$ cat config.mk
export PLATFORM = sky130hd
export DESIGN_NAME = multiword_mem_seq_flat
export DESIGN_NICKNAME = d
export VERILOG_FILES = /design/src/rtl/mseq_pkg.sv /design/src/rtl/multiword_mem_seq_if.sv /design/src/rtl/mseq_addr_gen.sv /design/src/rtl/multiword_mem_seq.sv /design/src/flat_wrapper.sv
export SDC_FILE = /design/constraint.sdc
export NUM_CORES = 1
export LEC_CHECK = 0
export ABC_CLOCK_PERIOD_IN_PS = 2800
export BUFFER_PORTS_ARGS = -buffer_cell sky130_fd_sc_hd__buf_2
export CAP_MARGIN = 40
export CORE_MARGIN = 2
export CORE_UTILIZATION = 40
export CTS_BUF_LIST = sky130_fd_sc_hd__clkbuf_8
export CTS_CLUSTER_SIZE = 12
export DETAILED_ROUTE_END_ITERATION = 12
export GPL_ROUTABILITY_DRIVEN = 0
export PLACE_DENSITY = 0.86
export SYNTH_ARGS = -nofsm -noshare
export SYNTH_HDL_FRONTEND = slang
export SYNTH_SLANG_ARGS = --single-unit
$ cat constraint.sdc
create_clock -name clk -period 2.8 [get_ports clk]
set_input_delay 0.7 -clock clk [delete_from_list [all_inputs] [get_ports clk]]
set_output_delay 0.7 -clock clk [all_outputs]
set_load 0.005 [all_outputs]
$ cat src/rtl/mseq_pkg.sv
// Shared types for the multi-word load/store sequencer: FSM states, exception causes
// and the beat-count width helper.
package mseq_pkg;

  typedef enum logic [1:0] {
    S_IDLE   = 2'd0,
    S_ACCESS = 2'd1,
    S_DONE   = 2'd2
  } state_t;

  // Held until the next accepted request so a debugger can see why exception fired
  typedef enum logic [1:0] {
    EXC_NONE    = 2'd0,
    EXC_RANGE   = 2'd1,
    EXC_TIMEOUT = 2'd2
  } exc_cause_t;

  function automatic int beat_w(input int max_beats);
    return $clog2(max_beats + 1);
  endfunction

endpackage

$ cat src/rtl/multiword_mem_seq_if.sv
// Request, memory-port and register-file signals of the multi-word sequencer.
// master = sequencer side, slave = control/memory/register-file side.
interface multiword_mem_seq_if #(
  parameter int DATA_W    = 32,
  parameter int ADDR_W    = 32,
  parameter int REG_W     = 4,
  parameter int MAX_BEATS = 8
) ();
  localparam int BEAT_W = mseq_pkg::beat_w(MAX_BEATS);

  logic              start;
  logic              is_store;
  logic [ADDR_W-1:0] base_addr;
  logic [BEAT_W-1:0] num_beats;
  logic [REG_W-1:0]  first_reg;
  logic              busy;
  logic              done;
  logic              exception;
  logic              mem_req;
  logic              mem_we;
  logic [ADDR_W-1:0] mem_addr;
  logic [DATA_W-1:0] mem_wdata;
  logic [DATA_W-1:0] mem_rdata;
  logic              mem_ready;
  logic [REG_W-1:0]  rf_rd_addr;
  logic [DATA_W-1:0] rf_rd_data;
  logic              rf_wr_en;
  logic [REG_W-1:0]  rf_wr_addr;
  logic [DATA_W-1:0] rf_wr_data;

  modport master (
    input  start, is_store, base_addr, num_beats, first_reg,
    input  mem_rdata, mem_ready, rf_rd_data,
    output busy, done, exception,
    output mem_req, mem_we, mem_addr, mem_wdata,
    output rf_rd_addr, rf_wr_en, rf_wr_addr, rf_wr_data
  );

  modport slave (
    output start, is_store, base_addr, num_beats, first_reg,
    output mem_rdata, mem_ready, rf_rd_data,
    input  busy, done, exception,
    input  mem_req, mem_we, mem_addr, mem_wdata,
    input  rf_rd_addr, rf_wr_en, rf_wr_addr, rf_wr_data
  );
endinterface

$ cat src/rtl/mseq_addr_gen.sv
// Beat counter with memory-address and register-index generation; loads on request
// accept, advances one beat per completed access; no backpressure of its own.
module mseq_addr_gen #(
  parameter int ADDR_W    = 32,
  parameter int REG_W     = 4,
  parameter int BEAT_W    = 4,
  parameter int ADDR_STEP = 1
) (
  input  logic              clk,
  input  logic              rst,
  input  logic              i_load,
  input  logic              i_adv,
  input  logic [ADDR_W-1:0] i_base_addr,
  input  logic [REG_W-1:0]  i_first_reg,
  input  logic [BEAT_W-1:0] i_num_beats,
  output logic [ADDR_W-1:0] o_addr,
  output logic [REG_W-1:0]  o_reg_idx,
  output logic              o_last
);
  logic [BEAT_W-1:0] r_beat;
  logic [BEAT_W-1:0] r_num;
  logic [ADDR_W-1:0] r_addr;
  logic [REG_W-1:0]  r_reg;

  always_ff @(posedge clk) begin
    if (rst) begin
      r_beat <= '0;
      r_num  <= '0;
      r_addr <= '0;
      r_reg  <= '0;
    end else if (i_load) begin
      r_beat <= '0;
      r_num  <= i_num_beats;
      r_addr <= i_base_addr;
      r_reg  <= i_first_reg;
    end else if (i_adv) begin
      r_beat <= r_beat + BEAT_W'(1);
      r_addr <= r_addr + ADDR_W'(ADDR_STEP);
      r_reg  <= r_reg + REG_W'(1);
    end
  end

  assign o_addr    = r_addr;
  assign o_reg_idx = r_reg;
  assign o_last    = (r_beat == r_num - BEAT_W'(1));
endmodule

$ cat src/rtl/multiword_mem_seq.sv
// Moves 1..MAX_BEATS words between memory and consecutive registers; N beats with no wait
// states give done N+1 cycles after start; mem_ready stalls a beat. Option: MSEQ_TIMEOUT_EN.
module multiword_mem_seq
  import mseq_pkg::*;
#(
  parameter int DATA_W    = 32,
  parameter int ADDR_W    = 32,
  parameter int REG_W     = 4,
  parameter int MAX_BEATS = 8,
  parameter int ADDR_STEP = 1,
  parameter int TIMEOUT   = 64
) (
  input logic               clk,
  input logic               rst,
  multiword_mem_seq_if.master bus
);
  localparam int BEAT_W = beat_w(MAX_BEATS);
  localparam int RC_W   = REG_W + BEAT_W + 1;

  if (MAX_BEATS < 1 || TIMEOUT < 1) begin : g_param_check
    $error("multiword_mem_seq: MAX_BEATS and TIMEOUT must be at least 1");
  end

  state_t            r_state, w_state_nxt;
  exc_cause_t        r_cause, w_cause_nxt;
  logic              r_is_store;
  logic              w_load, w_adv, w_last, w_timeout, w_req;
  logic              w_bad_range;
  logic [RC_W-1:0]   w_last_reg;
  logic [ADDR_W-1:0] w_addr;
  logic [REG_W-1:0]  w_reg;

  mseq_addr_gen #(
    .ADDR_W(ADDR_W), .REG_W(REG_W), .BEAT_W(BEAT_W), .ADDR_STEP(ADDR_STEP)
  ) u_addr_gen (
    .clk(clk), .rst(rst), .i_load(w_load), .i_adv(w_adv),
    .i_base_addr(bus.base_addr), .i_first_reg(bus.first_reg), .i_num_beats(bus.num_beats),
    .o_addr(w_addr), .o_reg_idx(w_reg), .o_last(w_last)
  );

  // Widened so first_reg+num_beats-1 cannot wrap past the top register unnoticed
  assign w_last_reg  = RC_W'(bus.first_reg) + RC_W'(bus.num_beats) - RC_W'(1);
  assign w_bad_range = (bus.num_beats > BEAT_W'(MAX_BEATS)) ||
                       (w_last_reg > RC_W'((1 << REG_W) - 1));

`ifdef MSEQ_TIMEOUT_EN
  localparam int WAIT_W = $clog2(TIMEOUT + 1);
  logic [WAIT_W-1:0] r_wait;

  always_ff @(posedge clk) begin
    if (rst || r_state != S_ACCESS || bus.mem_ready) r_wait <= '0;
    else                                             r_wait <= r_wait + WAIT_W'(1);
  end

  assign w_timeout = (r_state == S_ACCESS) && !bus.mem_ready &&
                     (r_wait == WAIT_W'(TIMEOUT - 1));
`else
  assign w_timeout = 1'b0;
`endif

  always_ff @(posedge clk) begin
    if (rst) begin
      r_state    <= S_IDLE;
      r_cause    <= EXC_NONE;
      r_is_store <= 1'b0;
    end else begin
      r_state <= w_state_nxt;
      r_cause <= w_cause_nxt;
      if (w_load) r_is_store <= bus.is_store;
    end
  end

  always_comb begin
    w_state_nxt = r_state;
    w_cause_nxt = r_cause;
    w_load      = 1'b0;
    w_adv       = 1'b0;
    case (r_state)
      S_IDLE: begin
        if (bus.start) begin
          w_load      = 1'b1;
          w_cause_nxt = EXC_NONE;
          if (bus.num_beats == '0) begin
            w_state_nxt = S_DONE;
          end else if (w_bad_range) begin
            w_state_nxt = S_DONE;
            w_cause_nxt = EXC_RANGE;
          end else begin
            w_state_nxt = S_ACCESS;
          end
        end
      end
      S_ACCESS: begin
        if (bus.mem_ready) begin
          w_adv = 1'b1;
          if (w_last) w_state_nxt = S_DONE;
        end else if (w_timeout) begin
          w_state_nxt = S_DONE;
          w_cause_nxt = EXC_TIMEOUT;
        end
      end
      S_DONE:  w_state_nxt = S_IDLE;
      default: w_state_nxt = S_IDLE;
    endcase
  end

  assign w_req          = (r_state == S_ACCESS);
  assign bus.busy       = (r_state != S_IDLE);
  assign bus.done       = (r_state == S_DONE);
  assign bus.exception  = (r_state == S_DONE) && (r_cause != EXC_NONE);
  assign bus.mem_req    = w_req;
  assign bus.mem_we     = w_req && r_is_store;
  assign bus.mem_addr   = w_addr;
  assign bus.mem_wdata  = bus.rf_rd_data;
  assign bus.rf_rd_addr = w_reg;
  assign bus.rf_wr_addr = w_reg;
  assign bus.rf_wr_en   = w_req && bus.mem_ready && !r_is_store && !rst;
  assign bus.rf_wr_data = bus.mem_rdata;
endmodule
$ cat src/flat_wrapper.sv
// flat-port wrapper written by rule: the top's interface ports become plain ports
module multiword_mem_seq_flat import mseq_pkg::*;
#(
  parameter int DATA_W    = 32,
  parameter int ADDR_W    = 32,
  parameter int REG_W     = 4,
  parameter int MAX_BEATS = 8,
  parameter int ADDR_STEP = 1,
  parameter int TIMEOUT   = 64
)
  (clk, rst, bus_start, bus_is_store, bus_base_addr, bus_num_beats, bus_first_reg, bus_mem_rdata, bus_mem_ready, bus_rf_rd_data, bus_busy, bus_done, bus_exception, bus_mem_req, bus_mem_we, bus_mem_addr, bus_mem_wdata, bus_rf_rd_addr, bus_rf_wr_en, bus_rf_wr_addr, bus_rf_wr_data);
  multiword_mem_seq_if #(.DATA_W(DATA_W), .ADDR_W(ADDR_W), .REG_W(REG_W), .MAX_BEATS(MAX_BEATS)) bus_i ();
  input logic clk;
  input logic rst;
  input wire logic [$bits(bus_i.start)-1:0] bus_start;
  input wire logic [$bits(bus_i.is_store)-1:0] bus_is_store;
  input wire logic [$bits(bus_i.base_addr)-1:0] bus_base_addr;
  input wire logic [$bits(bus_i.num_beats)-1:0] bus_num_beats;
  input wire logic [$bits(bus_i.first_reg)-1:0] bus_first_reg;
  input wire logic [$bits(bus_i.mem_rdata)-1:0] bus_mem_rdata;
  input wire logic [$bits(bus_i.mem_ready)-1:0] bus_mem_ready;
  input wire logic [$bits(bus_i.rf_rd_data)-1:0] bus_rf_rd_data;
  output wire logic [$bits(bus_i.busy)-1:0] bus_busy;
  output wire logic [$bits(bus_i.done)-1:0] bus_done;
  output wire logic [$bits(bus_i.exception)-1:0] bus_exception;
  output wire logic [$bits(bus_i.mem_req)-1:0] bus_mem_req;
  output wire logic [$bits(bus_i.mem_we)-1:0] bus_mem_we;
  output wire logic [$bits(bus_i.mem_addr)-1:0] bus_mem_addr;
  output wire logic [$bits(bus_i.mem_wdata)-1:0] bus_mem_wdata;
  output wire logic [$bits(bus_i.rf_rd_addr)-1:0] bus_rf_rd_addr;
  output wire logic [$bits(bus_i.rf_wr_en)-1:0] bus_rf_wr_en;
  output wire logic [$bits(bus_i.rf_wr_addr)-1:0] bus_rf_wr_addr;
  output wire logic [$bits(bus_i.rf_wr_data)-1:0] bus_rf_wr_data;
  assign bus_i.start = bus_start;
  assign bus_i.is_store = bus_is_store;
  assign bus_i.base_addr = bus_base_addr;
  assign bus_i.num_beats = bus_num_beats;
  assign bus_i.first_reg = bus_first_reg;
  assign bus_i.mem_rdata = bus_mem_rdata;
  assign bus_i.mem_ready = bus_mem_ready;
  assign bus_i.rf_rd_data = bus_rf_rd_data;
  assign bus_busy = bus_i.busy;
  assign bus_done = bus_i.done;
  assign bus_exception = bus_i.exception;
  assign bus_mem_req = bus_i.mem_req;
  assign bus_mem_we = bus_i.mem_we;
  assign bus_mem_addr = bus_i.mem_addr;
  assign bus_mem_wdata = bus_i.mem_wdata;
  assign bus_rf_rd_addr = bus_i.rf_rd_addr;
  assign bus_rf_wr_en = bus_i.rf_wr_en;
  assign bus_rf_wr_addr = bus_i.rf_wr_addr;
  assign bus_rf_wr_data = bus_i.rf_wr_data;
  multiword_mem_seq #(.DATA_W(DATA_W), .ADDR_W(ADDR_W), .REG_W(REG_W), .MAX_BEATS(MAX_BEATS), .ADDR_STEP(ADDR_STEP), .TIMEOUT(TIMEOUT)) u_core (.clk(clk), .rst(rst), .bus(bus_i));
endmodule
# Yosys cells after proc, flatten, opt, wreduce, memory -nomap -nowiden
# Cells that the tools add are included.
[word_totals]
out_inout_bits = 110
elab_cells = 53
regBits = 49
[classes]
order_cmp = 2
n_reduce_logical = 16
eq_ne = 6
mux = 16
n_addsub = 6
[ops]
columns = ["cell", "n"]
rows = [
  ["two-way mux 32 bit", 2],
  ["adder 32 x 1 -> 32 bit (second input constant)", 1],
  ["two-way mux 2 bit", 6],
  ["> comparator 9 x 4 -> 1 bit (second input constant)", 1],
  ["subtractor 9 x 1 -> 9 bit (second input constant)", 1],
  ["adder 4 x 1 -> 4 bit (second input constant)", 2],
  ["two-way mux 4 bit", 2],
  ["inequality test 2 bit (second input constant)", 3],
  ["nonzero test 2 bit", 3],
  ["adder 4 x 4 -> 5 bit", 1],
  ["logical AND 1 bit", 5],
  ["two-way mux 1 bit", 5],
  ["== test 4 bit", 1],
  ["> comparator 4 bit (second input constant)", 1],
  ["logical NOT 4 bit", 1],
  ["case mux 2 bit (2 select lines)", 1],
  ["subtractor 4 x 1 -> 4 bit (second input constant)", 1],
  ["AND reduction 3 bit", 1],
  ["== test 2 x 1 -> 1 bit (second input constant)", 1],
  ["== test 2 bit (second input constant)", 1],
  ["logical NOT 1 bit", 2],
  ["logical NOT 2 bit", 1],
  ["AND reduction 2 bit", 1],
  ["OR reduction 2 bit", 1],
  ["logical OR 1 bit", 1],
]

# Depth between registers and ports, before layout
[depth]
ltp_word = 8
depth_mapped = 8
mapped_depth_nobuf = 8

# By module
# From an unflattened synthesis, not the netlist that was laid out.
[hier_totals]
hier_cells = 431
hier_area_um2 = 3500.9
[by_module_without_submodules]
columns = ["module", "seq_area_each_um2", "n_inst", "area_each_um2", "cells_each"]
rows = [
  ["mseq_addr_gen", 880.8, 1, 2529.9, 309],
  ["multiword_mem_seq", 80.1, 1, 970.9, 122],
]

# Worst setup path before layout
# Ideal clock, no wire load.
[synth_path]
path_kind = "input to register"
from = "in bus_first_reg[0]"
to = "reg u_core.r_cause[0]"
t_required_ns = 2.709
stages = 8
n_path_buf = 0
setup_slack_ns = -0.120
arrival_time_ns = 2.829
path_cell_list = "ha_1 inv_1 fa_1 ha_1 or4_1 a211oi_1 o31ai_1 a311oi_1"
[synth_via]
elab_chain_len = 6
[synth_lines]
columns = ["item", "line", "rtl"]
rows = [
  ["start, declared", "flat_wrapper.sv:19", "input wire logic [$bits(bus_i.first_reg)-1:0] bus_first_reg;"],
  ["adder 4 x 4 -> 5 bit", "multiword_mem_seq.sv:42", "assign w_last_reg = RC_W'(bus.first_reg) + RC_W'(bus.num_beats) - RC_W'(1);"],
  ["subtractor 9 x 1 -> 9 bit", "multiword_mem_seq.sv:42", ""],
  ["> comparator 9 x 4 -> 1 bit", "multiword_mem_seq.sv:44", "(w_last_reg > RC_W'((1 << REG_W) - 1));"],
  ["logical OR 1 bit", "multiword_mem_seq.sv:43", "assign w_bad_range = (bus.num_beats > BEAT_W'(MAX_BEATS)) ||"],
  ["two-way mux 1 bit", "multiword_mem_seq.sv:85", "end else if (w_bad_range) begin"],
  ["two-way mux 2 bit", "multiword_mem_seq.sv:83", "if (bus.num_beats == '0) begin"],
  ["end signal, assigned", "multiword_mem_seq.sv:68", "r_cause <= w_cause_nxt;"],
  ["end, declared", "multiword_mem_seq.sv:25", "exc_cause_t r_cause, w_cause_nxt;"],
]
# No other way between the ends.
# A chain may end at the register's enable or synchronous reset.

# Final worst setup path
# Same ends and word-level chain as after synthesis.

==> results.toml <==
[yosys]
ys_seq_area_frac = 0.282
syn-num-nets = 537
synth_area_sq_um = 3410
yosysWarnings = 0
synth_top_area_frac = 0.282
synth_edf_count = 0
synth_cells = 418
ys.flop_type = "dfxtp_1"
ys_async_sr_fraction = 0
syn_avg_cell_area_sq_um = 8.16
synth_area_leader_cell = "dfxtp_1"
ys_types = 57
synth-seq-cells = 48
synthTopCellsByArea = "dfxtp_1 (28%), buf_4 (15%), nand2_1 (5.2%), a211oi_1 (4.2%), nor2_1 (3.9%)"

[die]
core_area_sq_um = 8260
die_w_um = 96.4
die_area_sq_um = 9290
ios = 219
initial_core_util = 0.413
die_h_um = 96.4
num_rows = 33

[timing]
rsz0062_at_grt = "no"
slew_viol_final = 0
fin_skew_ps = 10.6
finalSetupTns_ps = 0
timing.slew.headroom = 0.664
setup_viol = 0
fmax_ghz = 0.366
tightest_slew_ps = 499
period_share = 0.977
hold_viol_final = 0
period_minus_slack_ps = 2740

[grt]
grt_pass1_wl_um = 13100
use_met3 = 0.0415
use_met2 = 0.317
gr-max-usage-layer = "met2"
grt_max_degree = 47
met1_usage = 0.210
grt_overflow = 0
grt_pass1_vias = 2778
grtUsageTotal = 0.178
antenna_found_initial = 0

[setup_path]
cp_cell_sequence = "buf_2 > ha_4 > inv_2 > fa_1 > ha_1 > or4_4 > a211oi_4 > o31ai_1 > a311oi_1"
crit_start = "bus_first_reg[0]"
worstPathMaxFanout = 4
crit_path_end_kind = "flop"
path_delay_family = "adder cells"
path_buf_inv = 2
critPathArrivalTime_ps = 2950
critPathCapture = "u_core.r_cause[0]$_SDFFE_PP0P_"
rr_startpoint = "u_core.u_addr_gen.o_addr[3]$_SDFFE_PP0P_"
required_ps = 3020
critPathLaunchType = "primary input"
rrSetupSlack_ps = 590
r2r_cells = 5
critPathMaxStageDelay_ps = 500
critical_path_depth = 9
r2r-end = "u_core.u_addr_gen.o_addr[20]$_SDFFE_PP0P_"
cp_slowest_cell = "or4_4"
worstSetupPathType = "primary input to flop"

[cts]
root_buffer = "clkbuf_8"
cts_tree = "built"
clk_path_buf_depth = 2
clkLatencyLatePin_ps = 300
cts_num_sinks = 48
htreeDepth = 2
cts.reportedPaths.clkPinSlew_ps = 100
cts_buffers = 5

[power]
leakagePower_nw = 1.53
pwr_density_cell_nw_per_um2 = 508
power_w = 0.00184
ir_drop_mv = 0.277

[finish]
design_area_sq_um = 3630
area_delta_synth_final_pct = 6.38
post-route-util = 0.440
final_common_cell = "buf_2"
drive_gt1_frac = 0.310
fin_nets = 557
num_antenna_cells = 0
final_cell_mix = "buf_2 (90), dfxtp_1 (48), nand2_1 (47), nor2_1 (35), a211oi_1 (18)"

[placed_design]
portBuffers = 90
placed_cell_area_sq_um = 3480
dpl.hpwl_um = 6330

[detailed_routing]
drc_errors = 0
ant_nets = 0
wirelength_um = 8370
drt_iter0_markers = 93
wire_per_inst_um = 15.4
via_per_inst = 5.52
drtPass1Iterations = 5
num_vias = 3005

[outcome]
status = "finished, final reports clean"

[worst_hold_path]
hold_path.class = "flop to flop"

[job]
cap_violations = 0
[report_power, final]
group          total [W]  internal [W]  switching (W)
Clock           0.000537      0.000292       0.000245
Combinational   0.000457      0.000219       0.000239
Sequential      0.000849      0.000753      0.0000963
[cell usage after synthesis, types with 4 or more instances]
cell,count
buf_4,70
dfxtp_1,48
nand2_1,47
nor2_1,35
a211oi_1,19
a21oi_1,17
nor3_1,17
xnor2_1,15
clkbuf_1,14
nand4_1,11
xor2_1,11
ha_1,9
inv_1,9
nand3_1,8
a311oi_1,7
and3_1,6
nor4_1,6
or3_1,6
mux2_2,5
nor4_2,4
o211a_1,4
o21ai_0,4
[per-layer routing]
layer	vias to the layer above	wire [um]	share of wire
met5	-	0	0
met4	0	121	0.014
met3	24	650	0.078
met2	126	4180	0.50
met1	1407	3430	0.41
li1	1448	-	-
[final cells by class]
type | instances | area (sq um)
timing repair buffer | 101 | 533
clock buffer | 6 | 82.6
tap | 105 | 131
fill | 818 | 4630
sequential | 48 | 961
inverter | 9 | 33.8
multi-input combinational | 273 | 1850
clock inverter | 2 | 38.8
[flip-flops by register name (all words and copies together) (netlist names)]
register / flops
u_core.r_cause: 1
u_core.r_is_store: 1
u_core.r_state: 2
u_core.u_addr_gen.o_addr: 32
u_core.u_addr_gen.o_reg_idx: 4
u_core.u_addr_gen.r_beat: 4
u_core.u_addr_gen.r_num: 4
[repair_timing]
| action | in CTS | in global routing |
|---|---|---|
| gates resized for setup | 0 | 3 |
| endpoints found under the setup margin | 0 | 1 |
| hold buffers | 0 | 0 |
| buffers inserted | 0 | 1 |
[worst reg2reg max path: stages (launching register included)]
cell     delay (ps)
dfxtp_1         480
and4_1          270
nand3_2         330
nor4_1          560
mux2_2          390
a21oi_1         130
[how the worst min path moves through the flow]
stage / startpoint / depth (start not counted) / to / slack [ps]
after CTS: u_core.u_addr_gen.r_num[3]$_SDFFE_PP0P_ / 2 / u_core.u_addr_gen.r_num[3]$_SDFFE_PP0P_ / 480
after detailed placement: u_core.u_addr_gen.r_num[3]$_SDFFE_PP0P_ / 2 / u_core.u_addr_gen.r_num[3]$_SDFFE_PP0P_ / 470
after floorplan: u_core.r_is_store$_SDFFE_PP0P_ / 2 / u_core.r_is_store$_SDFFE_PP0P_ / 450
after global placement: u_core.u_addr_gen.r_num[3]$_SDFFE_PP0P_ / 2 / u_core.u_addr_gen.r_num[3]$_SDFFE_PP0P_ / 460
after global routing: u_core.u_addr_gen.r_num[3]$_SDFFE_PP0P_ / 2 / u_core.u_addr_gen.r_num[3]$_SDFFE_PP0P_ / 510
final: u_core.r_is_store$_SDFFE_PP0P_ / 2 / u_core.r_is_store$_SDFFE_PP0P_ / 480
[cell families (layout without fill, tap and decap cells)]
| logic type | Yosys count | after routing | synth area share |
|---|---|---|---|
| fa+ha+maj | 10 | 10 | 0.0389 |
| compound gates | 65 | 65 | 0.136 |
| xor+xnor | 26 | 26 | 0.0667 |
| flops | 48 | 48 | 0.282 |
| mux | 6 | 6 | 0.0194 |
| buf+inv | 97 | 118 | 0.188 |
| simple gates | 166 | 166 | 0.269 |
[metrics by stage]
| stage | std cells | setup slack [ps] | hold slack, ps |
|---|---|---|---|
| 6_report | 544 | 64.4 | 477 |
| 5_1_grt | 544 | 6.28 | 510 |
| 4_1_cts | 543 | 42.5 | 482 |
| 3_5_place_dp | 535 | -306 | 469 |
| 3_3_place_gp | 535 | -169 | 459 |
| 2_1_floorplan | 418 | 22.4 | 445 |
No activity file was read; power rests on OpenSTA's default activity.
